==> src/rtl/rr_pri_encoder_pkg.sv <==
// rr_pri_encoder_pkg: shared mode constants and clog2 helper for priority encoders and arbiters
package rr_pri_encoder_pkg;
  localparam logic MODE_FIXED = 1'b0;
  localparam logic MODE_RR    = 1'b1;
  function automatic int clog2(input int n);
    int r;
    r = 0;
    while ((1 << r) < n) r++;
    return r;
  endfunction
endpackage

==> src/rtl/rr_pri_encoder_pri_search.sv <==
// pri_search: combinational highest-set-index search with found flag
module pri_search
  import rr_pri_encoder_pkg::*;
#(
  parameter  int N = 8,
  localparam int W = clog2(N)
) (
  input  logic [N-1:0] req,
  output logic [W-1:0] idx,
  output logic         found
);
  always_comb begin
    idx = '0;
    for (int i = 0; i < N; i++) if (req[i]) idx = W'(i);
  end
  assign found = |req;
endmodule

==> src/rtl/rr_pri_encoder.sv <==
// rr_pri_encoder: registered fixed/round-robin priority encoder with valid/ready output
module rr_pri_encoder
  import rr_pri_encoder_pkg::*;
#(
  parameter  int N    = 8,
  localparam int IDXW = clog2(N)
) (
  input  logic            clk,
  input  logic            rst_n,
  input  logic [N-1:0]    req,
  input  logic            mode,
  input  logic            out_ready,
  output logic [IDXW-1:0] idx,
  output logic [N-1:0]    grant,
  output logic            valid
);
  logic [IDXW-1:0] ptr, ptr_next, sp, sidx, win;
  logic [N-1:0] rot;
  logic mode_q, found, accept, capture;
  assign accept   = valid & out_ready;
  assign capture  = ~valid | out_ready;
  assign ptr_next = (accept && mode_q == MODE_RR) ? (idx == '0 ? IDXW'(N - 1) : idx - IDXW'(1)) : ptr;
  assign sp       = (mode == MODE_RR) ? ptr_next : IDXW'(N - 1);
  assign rot      = N'({req, req} >> (int'(sp) + 1));
  pri_search #(.N(N)) u_search (.req(rot), .idx(sidx), .found(found));
  assign win      = IDXW'((int'(sidx) + int'(sp) + 1) % N);
  always_ff @(posedge clk or negedge rst_n) begin
    if (!rst_n) begin
      valid  <= 1'b0;
      idx    <= '0;
      grant  <= '0;
      ptr    <= IDXW'(N - 1);
      mode_q <= MODE_FIXED;
    end else begin
      ptr <= ptr_next;
      if (capture) begin
        valid  <= found;
        idx    <= found ? win : '0;
        grant  <= found ? N'(1) << win : '0;
        mode_q <= mode;
      end
    end
  end
endmodule

==> config.mk <==
export PLATFORM = sky130hd
export DESIGN_NAME = rr_pri_encoder
export DESIGN_NICKNAME = d
export VERILOG_FILES = /design/src/rtl/rr_pri_encoder_pkg.sv /design/src/rtl/rr_pri_encoder_pri_search.sv /design/src/rtl/rr_pri_encoder.sv
export SDC_FILE = /design/constraint.sdc
export NUM_CORES = 1
export LEC_CHECK = 0
export ABC_AREA = 1
export CORE_UTILIZATION = 53
export CTS_CLUSTER_SIZE = 40
export DETAILED_ROUTE_END_ITERATION = 10
export PLACE_DENSITY = 0.9
export SYNTH_ARGS = -nofsm -noshare
export SYNTH_HDL_FRONTEND = slang
export SYNTH_SLANG_ARGS = --single-unit
==> constraint.sdc <==
create_clock -name clk -period 3.9 [get_ports clk]
set_input_delay 0.78 -clock clk [delete_from_list [all_inputs] [get_ports clk]]
set_output_delay 0.78 -clock clk [all_outputs]
set_load 0.01 [all_outputs]
# Yosys cells after proc, flatten, opt, wreduce, memory -nomap -nowiden
# Index checks and enable logic that the tools add are counted.
# totals
reg_bits,16
out_inout_bits,12
# classes
addsub,4
n_shift,2
muxes,12
bitwise,3
reduce_logical,3
# ops
operator,count
two-way mux 3 bit,8
right shift 16 x 4 -> 8 bit,1
two-way mux 8 bit,1
OR reduction 8 bit,1
"left shift 1 x 3 -> 8 bit, first input constant",1
"adder 3 x 1 -> 4 bit, second input constant",1
two-way mux 2 bit,2
"adder 3 x 1 -> 3 bit, second input constant",1
adder 3 bit,1
zero test 3 bit,1
"subtractor 3 x 1 -> 3 bit, second input constant",1
AND 1 bit,1
logical AND 1 bit,1
two-way mux 1 bit,1
NOT 1 bit,1
bitwise OR 1 bit,1

# Longest topological paths before layout
# logic_depth
depth_word,17
mapped_depth,26
mapped_depth_nobuf,26

# Cells and area by module
# Synthesis repeated with hierarchy kept, for this count alone.
# hier_totals
cells_unflattened,178
hier_area_um2,1192.4
# by_module_without_submodules
mod,n_inst,cells_per_inst,area_each_um2,seq_area_each_um2
rr_pri_encoder,1,158,1114.8,404.1
pri_search,1,20,77.6,0.0

# Worst setup path after synthesis
# No wires, ideal clock.
# synth_path
path_kind,input to register
start,input out_ready
end,register grant[4]
setup_time_ns,0.066
arrival_time_ns,3.013
t_required_ns,3.834
setup_slack_ns,0.822
cell_stages,23
n_path_buf,1
cell_sequence,nand3_4 nand2_2 o21ai_2 nor2_2 buf_6 nand3_2 nand2_1 nand2_1 nand2_1 nand3_1 nand2_1 nand2_1 nand2_1 a21oi_1 ha_1 fa_1 xor2_1 inv_1 nand3_1 nand2_4 nor2_4 nand2_1 nand2_1
# synth_via
elab_chain_len,17
# synth_lines
element,line_no,source
"start, declared",rr_pri_encoder.sv:12,"input logic out_ready,"
AND 1 bit (*),rr_pri_encoder.sv:20,assign accept = valid & out_ready;
logical AND 1 bit (*),rr_pri_encoder.sv:22,assign ptr_next = (accept && mode_q == MODE_RR) ? (idx == '0 ? IDXW'(N - 1) : idx - IDXW'(1)) : ptr;
two-way mux 3 bit (*),rr_pri_encoder.sv:22,
via ptr_next[1],rr_pri_encoder.sv:17,"logic [IDXW-1:0] ptr, ptr_next, sp, sidx, win;"
two-way mux 3 bit (*),rr_pri_encoder.sv:23,assign sp = (mode == MODE_RR) ? ptr_next : IDXW'(N - 1);
adder 3 x 1 -> 4 bit,rr_pri_encoder.sv:24,"assign rot = N'({req, req} >> (int'(sp) + 1));"
right shift 16 x 4 -> 8 bit,rr_pri_encoder.sv:24,
two-way mux 1 bit,rr_pri_encoder_pri_search.sv:14,for (int i = 0; i < N; i++) if (req[i]) idx = W'(i);
two-way mux 2 bit (2 in a row),rr_pri_encoder_pri_search.sv:14,
two-way mux 3 bit (4 in a row),rr_pri_encoder_pri_search.sv:14,
adder 3 bit,rr_pri_encoder.sv:26,assign win = IDXW'((int'(sidx) + int'(sp) + 1) % N);
adder 3 x 1 -> 3 bit,rr_pri_encoder.sv:26,
left shift 1 x 3 -> 8 bit,rr_pri_encoder.sv:39,grant <= found ? N'(1) << win : '0;
two-way mux 8 bit (*),rr_pri_encoder.sv:39,
"end signal, assigned",rr_pri_encoder.sv:39,
"end, declared",rr_pri_encoder.sv:14,"output logic [N-1:0] grant,"
# Mark *: on every way through the listed nets, which the timed path passes. The rest lies on a longest branch.
# A chain may end at the register's enable or synchronous reset.

# Worst setup path after layout
# layout_path
start,input out_ready
end,register grant[7]
# Same word-level chain as after synthesis.

==> run metrics <==
status finished clean; buffers added on ports 23; Die H about 54 microns; clock latency on the worst-skew pair 280 ps; Crit path largest cell delay about 540 ps; Yosys top cell area share 0.228; Clk pin slew, worst setup/hold paths 90 ps; Pwr Total 0.00118 W; fin crit share 0.919; EDFF count, synth 0; syn_area_per_cell 6.99 sq um; switching share of power 0.469; Synth Register Bits 16; worst-case clock buffer depth 2; WP data required 4120 ps; WL/cell 10.8 microns; pin count of the biggest net entering global routing 17; Via density around 5.3; Post-Layout Cell Count between 200 and 300; Fin. Hold Viols 0; Syn Inst Count roughly 200; layout cells sized above 1 0.195; CTS buffer count 3; Worst R2R Setup Slack slightly below 600 ps; Clock power frac 0.090; register share of total power 0.226; Crit path buffers/inverters 3; antenna fix cells 0; Synth top cells by count 75 x nand2_1, 29 x nand3_1, 20 x inv_1, 13 x dfrtp_1, 8 x nand3_2; TritonCTS clock tree built; die width 53.9 microns; area grow syn2layout 21.2%; Final min period 3590 ps; Syn Nets 220; gr ovfl total 0; element type at the critical path start primary input; first-pass GRT wire length about 4.4 mm; crit-path max FO 6; DIE AREA between 2000 and 3000 sq um; vias in the first global route roughly 1,100; Psw about 0.00055 W; leakage power 0.912 nW; Max transition margin 0.534; Hold Path End grant[5]; reg-to-reg endpoint grant[7]; fmax between 200 and 300 MHz; Yosys warnings 0; maximum vdd drop ~0.40 mV; Pre-antenna DRT Iters 4; max cap viols 0; Worst EP arrival 3810 ps; Post-synth ARST share 1.00; Residual DRC 0; unrepaired setup endpoints after global routing no; post-route core utilization 0.692; post-DP HPWL 2.33 mm; Starting DRT DRC Count 31; Post-CTS Setup Bufs 0; CTS resizes 0; register area about 400 sq um; register area share after synthesis 0.283; cell mode on critical path nand2_1; htree depth 1; site row count 18; crit path capture type register; Logic pwr share 0.684; Slew Viols, Final 0; num ports 24; placed cells between 200 and 300; Hold WS a little under 500 ps; critical path's slowest cell clkdlybuf4s50_1; Slew @ Worst Pin about 700 ps; hold crit path type reg2reg; hold buffers post-CTS 0; Hold Path Cell Cnt 2; Routed Wire Length about 2.8 mm; initial antenna violation count 0; clk root buf clkbuf_4; top-count cell post-synth nand2_1; area of the multi-input gates about 900 sq um; Clock Skew approximately 3.3 ps; PD cells just under 700 nW/um^2; Setup-failing EPs final 0; main flop type after synthesis dfrtp_1; Sink Count 16; ANT nets after route 0; routed via count roughly 1,400; nets@finish approximately 250; Core Box Area between 2000 and 2500 sq um; Worst path top cell family by delay simple AND/OR/NAND/NOR gates; Crit Path Class in2reg; Post-Syn Area approximately 1400 sq um; crit path cell chain clkdlybuf4s50_1, nand3_4, nand2_2, o21ai_2, nor2_2, buf_4, nand3_2, nand3_1, nand3_1, nand2_1, nand2_1, nand2_1, a21oi_1, ha_1, fa_1, xor2_1, inv_1, nand3_1, nand2_4, nor2_4, nand2_1, nand2_1; Power Internal roughly 0.00063 W; Starting Density 0.571; top post-synthesis cells by area dfrtp_1 23%, nand2_1 20%, nand3_1 10%, nand3_2 5.6%, dfstp_2 5.5%; Netlist cell types 28; filler cell count between 200 and 250; Final Wtd Congestion approximately 0.93; post-synth top area cell dfrtp_1; reg2reg path depth 26; worst hold start grant[5]; Reg-to-Reg Start idx[0]; Total Routing Usage GR 0.211
-- sequential cells by signal (all words and copies together) (netlist names) --
name,count
grant,8
idx,3
mode_q,1
ptr,3
valid,1
-- power by group through the flow --
stage | registers, W | logic, W | clock network (W)
floorplan | 0.000287 | 0.000585 | 0
detailed placement | 0.000270 | 0.000810 | 0
global route | 0.000273 | 0.000904 | 0.000116
finish | 0.000266 | 0.000807 | 0.000106
global placement | 0.000267 | 0.000794 | 0
CTS | 0.000267 | 0.000813 | 0.000110
-- worst register-to-register path: cells and delay by family, from the launching register on --
| kind | cells | cell delay, ps |
|---|---|---|
| AOI/OAI and AO/OA | 1 | 60 |
| xor gates and xnor gates | 1 | 200 |
| and+or+nand+nor | 17 | 1530 |
| DFF | 1 | 380 |
| adders and majority gates | 4 | 920 |
| buffers and inverters | 3 | 170 |
-- metal layers --
metal / share of wire / GRT usage / up-vias / wire length, microns
met5: 0 / 0 / - / 0
met4: 0.011 / 0.0658 / 0 / 31
met3: 0.033 / 0.0254 / 4 / 93
met2: 0.47 / 0.346 / 32 / 1340
met1: 0.48 / 0.285 / 613 / 1350
li1: - / - / 726 / -
-- logic make-up (layout without fill, tap and decap cells) --
| group | Yosys count | in the layout | share of synthesized area |
|---|---|---|---|
| compound gates | 10 | 10 | 0.0430 |
| xor+xnor | 1 | 1 | 0.00614 |
| fa+ha+maj | 4 | 4 | 0.0404 |
| buf+inv | 28 | 55 | 0.0930 |
| flops | 16 | 16 | 0.283 |
| simple gates | 145 | 145 | 0.534 |
-- area by class of cell --
type,instances,area share
Clock buffer,4,0.0210
Inverter,21,0.0456
Multi-Input combinational cell,160,0.514
Sequential cell,16,0.234
Tap cell,30,0.0217
Timing Repair Buffer,30,0.164
-- worst max-delay path by stage --
| stage | end | start | depth (start not counted) |
|---|---|---|---|
| floorplan | grant[4] | out_ready | 23 |
| global placement | grant[7] | out_ready | 22 |
| detailed placement | grant[7] | out_ready | 22 |
| CTS | grant[7] | out_ready | 22 |
| global route | grant[5] | out_ready | 23 |
| finish | grant[7] | out_ready | 22 |
-- placed cells by master, fill, tap and decap left out, types with 2 or more instances in the layout --
cell type and count:
nand2_1 75, nand3_1 29, clkdlybuf4s50_1 23, inv_1 20, dfrtp_1 13, nand3_2 8
nand4_1 7, buf_4 7, nand2_2 6, nor2_1 5, nor2_2 4, nand4_2 4
nor2_4 3, o22ai_1 3, ha_1 3, clkbuf_4 3, dfstp_2 3, o21ai_2 2
a21oi_1 2, nand2_4 2, o21ai_1 2
-- through the flow --
| step | area, sq um | TNS, ps | setup WS (ps) |
|---|---|---|---|
| 2_1_floorplan | 1430 | 0 | 822 |
| 3_3_place_gp | 1690 | 0 | 81.1 |
| 3_5_place_dp | 1690 | -8.61 | -8.48 |
| 4_1_cts | 1730 | 0 | 297 |
| 5_1_grt | 1730 | 0 | 7.02 |
| 6_report | 1730 | 0 | 314 |
(Power assumes the default switching activity.)
